File: src/rtl/vc_egress_arbiter_pkg.sv
// rtl/vc_egress_arbiter_pkg.sv - shared constants and types for the VC egress arbiter
package vc_egress_arbiter_pkg;

    localparam int NUM_VC         = 4;
    localparam int DATA_WIDTH_DEF = 12;
    localparam int CNT_WIDTH_DEF  = 5;

    typedef logic [1:0] vc_idx_t;

endpackage

File: src/rtl/vc_egress_arbiter_rr_pick.sv
// rtl/vc_egress_arbiter_rr_pick.sv - rotate-priority selector over the VC eligibility mask
module vc_egress_arbiter_rr_pick
    import vc_egress_arbiter_pkg::*;
(
    input  logic [NUM_VC-1:0] eligible,
    input  vc_idx_t           rr_ptr,
    output logic              grant_valid,
    output vc_idx_t           grant_idx
);

    vc_idx_t cand;

    // Scan from the farthest offset down so the closest eligible VC to rr_ptr wins last.
    always_comb begin
        grant_valid = 1'b0;
        grant_idx   = rr_ptr;
        cand        = rr_ptr;
        for (int i = NUM_VC - 1; i >= 0; i--) begin
            cand = rr_ptr + vc_idx_t'(i);
            if (eligible[cand]) begin
                grant_valid = 1'b1;
                grant_idx   = cand;
            end
        end
    end

endmodule

File: src/rtl/vc_egress_arbiter.sv
// rtl/vc_egress_arbiter.sv - three-stage round-robin drain of four VC FIFOs into one egress FIFO
module vc_egress_arbiter
    import vc_egress_arbiter_pkg::*;
#(
    parameter int DATA_WIDTH = DATA_WIDTH_DEF,
    parameter int CNT_WIDTH  = CNT_WIDTH_DEF
) (
    input  logic                  clk,
    input  logic                  reset,
    input  logic                  empty_0,
    input  logic                  empty_1,
    input  logic                  empty_2,
    input  logic                  empty_3,
    input  logic [DATA_WIDTH-1:0] data_in_0,
    input  logic [DATA_WIDTH-1:0] data_in_1,
    input  logic [DATA_WIDTH-1:0] data_in_2,
    input  logic [DATA_WIDTH-1:0] data_in_3,
    output logic                  pop_0,
    output logic                  pop_1,
    output logic                  pop_2,
    output logic                  pop_3,
    input  logic                  almost_full_out,
    output logic                  push_out,
    output logic [DATA_WIDTH-1:0] data_out,
    output logic [CNT_WIDTH-1:0]  count_0,
    output logic [CNT_WIDTH-1:0]  count_1,
    output logic [CNT_WIDTH-1:0]  count_2,
    output logic [CNT_WIDTH-1:0]  count_3,
    output logic                  idle
);

    logic [NUM_VC-1:0]    empty_vec;
    logic [NUM_VC-1:0]    pop_vec;
    logic [NUM_VC-1:0]    eligible;
    vc_idx_t              rr_ptr;
    vc_idx_t              sel_d;
    vc_idx_t              pop_idx;
    vc_idx_t              grant_idx;
    logic                 grant_valid;
    logic                 valid_d;
    logic [DATA_WIDTH-1:0] data_mux;
    logic [CNT_WIDTH-1:0] count [NUM_VC];

    assign empty_vec = {empty_3, empty_2, empty_1, empty_0};
    // A VC popped last cycle is held out: its empty flag has not caught up yet.
    assign eligible  = ~empty_vec & ~pop_vec;

    assign pop_0   = pop_vec[0];
    assign pop_1   = pop_vec[1];
    assign pop_2   = pop_vec[2];
    assign pop_3   = pop_vec[3];
    assign count_0 = count[0];
    assign count_1 = count[1];
    assign count_2 = count[2];
    assign count_3 = count[3];

    vc_egress_arbiter_rr_pick u_rr_pick (
        .eligible    (eligible),
        .rr_ptr      (rr_ptr),
        .grant_valid (grant_valid),
        .grant_idx   (grant_idx)
    );

    // Encode the one-hot pop vector so stage 2 can remember which VC was read.
    always_comb begin
        pop_idx = '0;
        for (int i = 0; i < NUM_VC; i++) begin
            if (pop_vec[i]) begin
                pop_idx = vc_idx_t'(i);
            end
        end
    end

    // Route the read data of the VC captured in stage 2.
    always_comb begin
        case (sel_d)
            2'd0:    data_mux = data_in_0;
            2'd1:    data_mux = data_in_1;
            2'd2:    data_mux = data_in_2;
            default: data_mux = data_in_3;
        endcase
    end

    // Stage 1: issue at most one pop per cycle and advance the round-robin pointer past the winner.
    always_ff @(posedge clk) begin
        if (!reset) begin
            pop_vec <= '0;
            rr_ptr  <= '0;
        end else begin
            pop_vec <= '0;
            if (!almost_full_out && grant_valid) begin
                pop_vec[grant_idx] <= 1'b1;
                rr_ptr             <= vc_idx_t'(grant_idx + 2'd1);
            end
        end
    end

    // Stage 2: remember which VC is delivering data in the current cycle.
    always_ff @(posedge clk) begin
        if (!reset) begin
            valid_d <= 1'b0;
            sel_d   <= '0;
        end else begin
            valid_d <= |pop_vec;
            if (|pop_vec) begin
                sel_d <= pop_idx;
            end
        end
    end

    // Stage 3: write the captured word to the egress FIFO and credit its source VC.
    always_ff @(posedge clk) begin
        if (!reset) begin
            push_out <= 1'b0;
            data_out <= '0;
            for (int i = 0; i < NUM_VC; i++) begin
                count[i] <= '0;
            end
        end else begin
            push_out <= valid_d;
            if (valid_d) begin
                data_out     <= data_mux;
                count[sel_d] <= count[sel_d] + 1'b1;
            end
        end
    end

    assign idle = !reset ||
                  ((pop_vec == '0) && !valid_d && !push_out &&
                   ((&empty_vec) || almost_full_out));

endmodule

File: config.mk
export PLATFORM = sky130hd
export DESIGN_NAME = vc_egress_arbiter
export DESIGN_NICKNAME = d
export VERILOG_FILES = /design/src/rtl/vc_egress_arbiter_pkg.sv /design/src/rtl/vc_egress_arbiter_rr_pick.sv /design/src/rtl/vc_egress_arbiter.sv
export SDC_FILE = /design/constraint.sdc
export NUM_CORES = 1
export LEC_CHECK = 0
export CAP_MARGIN = 20
export CORE_MARGIN = 2
export CORE_UTILIZATION = 38
export CTS_CLUSTER_DIAMETER = 120
export DETAILED_ROUTE_END_ITERATION = 10
export PLACE_DENSITY_LB_ADDON = 0.2
export SETUP_SLACK_MARGIN = 0.4
export SKIP_CTS_REPAIR_TIMING = 1
export SLEW_MARGIN = 40
export SYNTH_ARGS = -nofsm -noshare
export SYNTH_HDL_FRONTEND = slang
export SYNTH_SLANG_ARGS = --single-unit
File: constraint.sdc
create_clock -name clk -period 1.7 [get_ports clk]
set_input_delay 0.34 -clock clk [delete_from_list [all_inputs] [get_ports clk]]
set_output_delay 0.34 -clock clk [all_outputs]
set_load 0.005 [all_outputs]
==> flow_summary.yaml <==
placed_design:
  hpwl_mm: 4.44
  dp_slack_ns: -0.484
  dpl-instance-area_mm2: 0.00348
  io_buffers: 92
  place_congestion: 0.847
die:
  boundaryPins: 93
  die_h_um: 79.8
  initial_core_util_pct: 39.4
  dieWidth_um: 79.8
  core_area_mm2: 0.00554
  dieArea_mm2: 0.00636
  num_rows: 27
clock_network:
  numCtsBuffers: 5
  clockRootBuffer: "clkbuf_8"
  cts_tree: "done"
  clock_sinks: 44
  h-tree-depth: 2
  clockBufferDepth: 2
  clk_pin_slew_worst_paths_ns: 0.08
  clock_latency_ns: 0.28
logic_synthesis:
  yosysMostFrequentCell: "nor2_1"
  synth_edf_count: 20
  async_flop_share_pct: 0
  syn_area_per_cell_um2: 12.2
  ys_warn_count: 0
  netlist_area_mm2: 0.00218
  synth_commonest_cells: "29 x nor2_1, 24 x dfxtp_1, 20 x edfxtp_1, 17 x mux4_2, 12 x mux2i_1"
  synth_top_area_share_pct: 27.5
  yosysTopAreaCell: "edfxtp_1"
  ys_ff_latch: 44
  yosysSeqAreaShare_pct: 49.5
  netlist_top_cells_area: "edfxtp_1 28%, dfxtp_1 22%, mux4_2 18%"
  syn_inst: 179
  syn_nets: 236
  synth_cell_types: 38
  synth_flop_cell: "dfxtp_1"
grt:
  grt_pass1_wl_mm: 9.09
  antenna_found_initial: 0
  first_global_vias: 2054
  grt.overflow.total: 0
  grt_usage_pct: 18.8
  grt_max_degree: 23
run_status:
  status: "finished, violations left"
  violations: "setup timing"
min_path:
  hp-class: "register to register"
route:
  drt-initial-drc-count: 59
  firstDrtPassIters: 4
  wl_mm: 6.46
  drc: 0
  via_per_inst: 5.23
  ant_nets: 0
  vias: 2056
  wl_per_cell_um: 16.4
final_layout:
  stdcell_area_mm2: 0.00411
  syn2layout_area_growth_pct: 88.2
  nets: 377
  drive_gt1_share_pct: 42.4
  antennaDiodeCount: 0
power_and_ir_drop:
  max-vdd-ir-drop_mv: 0.372
  p_leak_uw: 0.00198
  power_density_mw_per_mm2: 713
setup_path:
  crit_chain: "mux4_2, ha_4, nand3_2, xor2_4, nor3_1"
  end_kind: "register"
  criticalPathCategory: "register to register"
  slowest_stage: "mux4_2"
  worstPathMaxFanout: 4
  crit_path_start_kind: "register"
  cp.arrival_ns: 1.82
  cp_slowest_stage_delay_ns: 0.54
  crit_buf_inv: 0
  critPathTopFamily: "multiplexers"
  required_ns: 1.74
run:
  cap_violations: 0
timing:
  period_share_pct: 105
  worst_pin_slew_ns: 0.323
  hold_ws_ns: 0.492
  fin_crit_ns: 1.78
  finalWorstSetupSlack_ns: -0.0827
  skew_ns: 0.00318
  clock.fmax_mhz: 561
  setup_viol: 12
  setup-tns-final_ns: -0.514
  rsz0062_at_grt: "yes"
  hold_viol: 0
  slew_headroom_pct: 78.3
  drv_slew: 0
## cell usage in the layout, fill, tap and decap left out, types with 4 or more instances in the layout
master	instances
nor3_1	5
nor3_2	4
o21ai_4	4
nor2_1	24
dfxtp_1	15
mux2i_1	12
edfxtp_1	20
clkbuf_8	7
clkdlybuf4s50_1	49
inv_1	8
dfxtp_4	6
dlymetal6s2s_1	32
buf_6	32
buf_4	24
mux4_2	17
## where the power goes
| group | total, uW | internal (uW) | switching, uW | leakage [uW] |
|---|---|---|---|---|
| Combinational | 991 | 590 | 402 | 0.00152 |
| Sequential | 1240 | 1180 | 62.3 | 0.000408 |
| Clock | 695 | 371 | 324 | 0.0000515 |
## path summary, 6_finish.rpt
kind	start	slack [ns]	cells after the start	to
worst min register to register	data_out[8]$_SDFFE_PN0P_	0.49	2	data_out[8]$_SDFFE_PN0P_
worst max register to register	count[3][1]$_DFFE_PP_	-0.08	5	count[2][4]$_SDFFCE_PN0P_
worst min-delay path	data_out[8]$_SDFFE_PN0P_	0.49	2	data_out[8]$_SDFFE_PN0P_
worst max-delay path	count[3][1]$_DFFE_PP_	-0.08	5	count[2][4]$_SDFFCE_PN0P_
## area by class of cell
type / count / area [um2]
inverter: 10 / 37.5
timing repair buffer: 143 / 1490
tap: 72 / 90.1
multi-input combinational: 116 / 1280
clock buffer: 8 / 100
sequential: 44 / 1110
fill: 388 / 1430
## stage by stage
stage | utilization (%) | cells | total power, uW
floorplan | - | 179 | 1660
global placement | 62.8 | 367 | 2050
detailed placement | 62.8 | 367 | 2060
CTS | 64.6 | 375 | 2750
global route | 74.1 | 393 | 3080
finish | 74.1 | 393 | 2930
## cells by family after synthesis
family          after synthesis  synth area share [%]
mux                          29                  23.1
compound gates               23                  7.40
simple gates                 59                  13.0
fa+ha+maj                     2                  1.15
buf+inv                      19                  4.01
flops                        44                  49.5
xor+xnor                      3                  1.89
## flip-flops by register name (all words and copies together), names as in the netlist, named ones only
register,count
data_out,12
count,20
pop_vec,4
valid_d,1
rr_ptr,2
push_out,1
sel_d,2
## metal layers
metal | wire length [um] | track usage, % | vias up
met5 | 0 | 0 | -
met4 | 146 | 7.12 | 0
met3 | 483 | 6.22 | 14
met2 | 3430 | 33.3 | 103
met1 | 2390 | 20.8 | 988
li1 | - | - | 951
## worst reg2reg max path, stage by stage, from the launching register on
cell	delay (ns)
edfxtp_1	0.40
mux4_2	0.54
ha_4	0.20
nand3_2	0.11
xor2_4	0.21
nor3_1	0.07
Note: power is estimated with default switching activity, not from simulation.
==> edit, RTL diff (config.mk and constraints unchanged) <==
Make the reset (`reset`) asynchronous in 3 clocked blocks.
--- a/src/rtl/vc_egress_arbiter.sv
+++ b/src/rtl/vc_egress_arbiter.sv
@@ -83,5 +83,5 @@
 
     // Stage 1: issue at most one pop per cycle and advance the round-robin pointer past the winner.
-    always_ff @(posedge clk) begin
+    always_ff @(posedge clk or negedge reset) begin
         if (!reset) begin
             pop_vec <= '0;
@@ -97,5 +97,5 @@
 
     // Stage 2: remember which VC is delivering data in the current cycle.
-    always_ff @(posedge clk) begin
+    always_ff @(posedge clk or negedge reset) begin
         if (!reset) begin
             valid_d <= 1'b0;
@@ -110,5 +110,5 @@
 
     // Stage 3: write the captured word to the egress FIFO and credit its source VC.
-    always_ff @(posedge clk) begin
+    always_ff @(posedge clk or negedge reset) begin
         if (!reset) begin
             push_out <= 1'b0;
Check against the original RTL: differs if reset is asserted again (counterexample within 4 cycles, from zero or initial values and one cycle with reset low); with reset held inactive, the same outputs for 10 cycles.
==> edit against the unedited design <==
The run still ends with negative setup slack left. First-iteration DRC count rose by 37%. Final area fell by 1.9%. Sequential share of layout area fell by 0.78 points. Wire length rose by 1.5%. Cell count fell by 1.0%. Core utilization fell by 0.98 points. Synthesized area fell by 0.17%. Setup slack got worse by 0.043 ns. Sequential cell count fell by 2. Critical endpoint is now rr_ptr[1]$_DFFE_PN0P_. Largest cell class unchanged. Highest routed layer unchanged.
Power is not compared: it rests on default switching activity, and its combinational part moved more than twofold at a synthesized area within 25%.
==> edit: results <==
set metrics [dict create \
    drive_gt1_share_pct 42.59 \
    drtIter0Drc 81 \
    grtUsageMet2_pct 29.58 \
    grt_max_degree 43 \
    placedInstanceArea_um2 3388 \
    synthesis.nets 228 \
    largest_reg_flops 12 \
    nFillCells 375 \
    ys_seq_area_share_pct 48.25 \
    use_met3_pct 4.864 \
    netlist_instances 172 \
    dp_hpwl_um 4337 \
    fin_cells 389 \
    setup_viol 6 \
    num_vias 1999 \
    clkLatencyLatePin_ns 0.29 \
    diodes 0 \
    synth.area.top_cells "dfrtp_1, mux4_2, mux2_2" \
    yosys_most_used_dff "dfrtp_1" \
    slowest_stage "a222oi_1" \
    peakVddDrop_uv 730.0 \
    cpPeakStageDelay_ns 0.47 \
    status "finished with violations" \
    met2_length_um 3376 \
    async_flop_share_pct 100.0 \
    wl_per_cell_um 16.85 \
    track_usage_pct 18.69 \
    synth_common_cells "dfrtp_1, nand2_1, mux4_2" \
    dr.pass1.iters 4 \
    placedCellCount 353 \
    synth_cell_types 40 \
    grt_pass1_vias 1919 \
    wl_met1_um 2624 \
    crit_family "compound AO/OA/AOI/OAI gates" \
    cp_max_fo 4 \
    worstHoldPathType "input pin to asynchronous set/reset pin" \
    final_nets 372 \
    grt_pass1_wl_um 9149 \
    cp.arrival_ns 2.03 \
    port-buffer-count 92 \
    met3_wirelength_um 433 \
    fin_ws_ns -0.1260 \
    violations "negative setup slack" \
    top_register "data_out" \
    gp_congestion 0.8530 \
    fin_worst_skew_ns 0.007949 \
    grtUsageMet1_pct 24.91 \
    max_slew.worst_pin.slew_ns 0.5357 \
    antenna_found_initial 0 \
]
[edit: worst paths after layout]
check                                   startpoint                      end  slack [ns]  cells past startpoint
setup / recovery              pop_vec[3]$_DFF_PN0_    rr_ptr[1]$_DFFE_PN0P_       -0.13                      7
min in group clk           data_out[2]$_DFFE_PN0P_  data_out[2]$_DFFE_PN0P_        0.50                      1
setup reg to reg              pop_vec[3]$_DFF_PN0_    rr_ptr[1]$_DFFE_PN0P_       -0.13                      7
hold reg to reg            data_out[2]$_DFFE_PN0P_  data_out[2]$_DFFE_PN0P_        0.50                      1
hold / removal                               reset   count_3[4]$_DFFE_PN0P_        0.18                      2
max in group asynchronous                    reset     sel_d[1]$_DFFE_PN0P_        1.14                      2
[edit: per-stage QoR]
stage	TNS [ns]	util, %	setup WS, ns
6_report	-0.3346	73.17	-0.1260
5_1_grt	-1.341	73.17	-0.2305
4_1_cts	-1.274	63.19	-0.5009
3_5_place_dp	-2.974	61.53	-0.5142
3_3_place_gp	-2.846	61.53	-0.4777
2_1_floorplan	0	-	0.08676
[edit: area by class of cell]
type	count	area, um2	share of cell area (%)
clock buffers	7	86.33	2.143
repair buffers	146	1494	37.08
multi-input cells	118	1287	31.96
well taps	72	90.09	2.236
flip-flops and latches	42	1055	26.18
inverters	3	11.26	0.2795
clock inverters	1	5.005	0.1242
[edit: cell families after synthesis]
kind of cell | synth area share [%]
fa+ha+maj | 0.5743
xor+xnor | 5.227
mux | 23.78
compound gates | 9.133
buf+inv | 2.699
simple gates | 10.34
flops | 48.25
[edit: power breakdown]
group / internal, W / switching [W]
Combinational: 0.00267 / 0.00172
Sequential: 0.00146 / 0.000371
Clock: 0.000328 / 0.000327
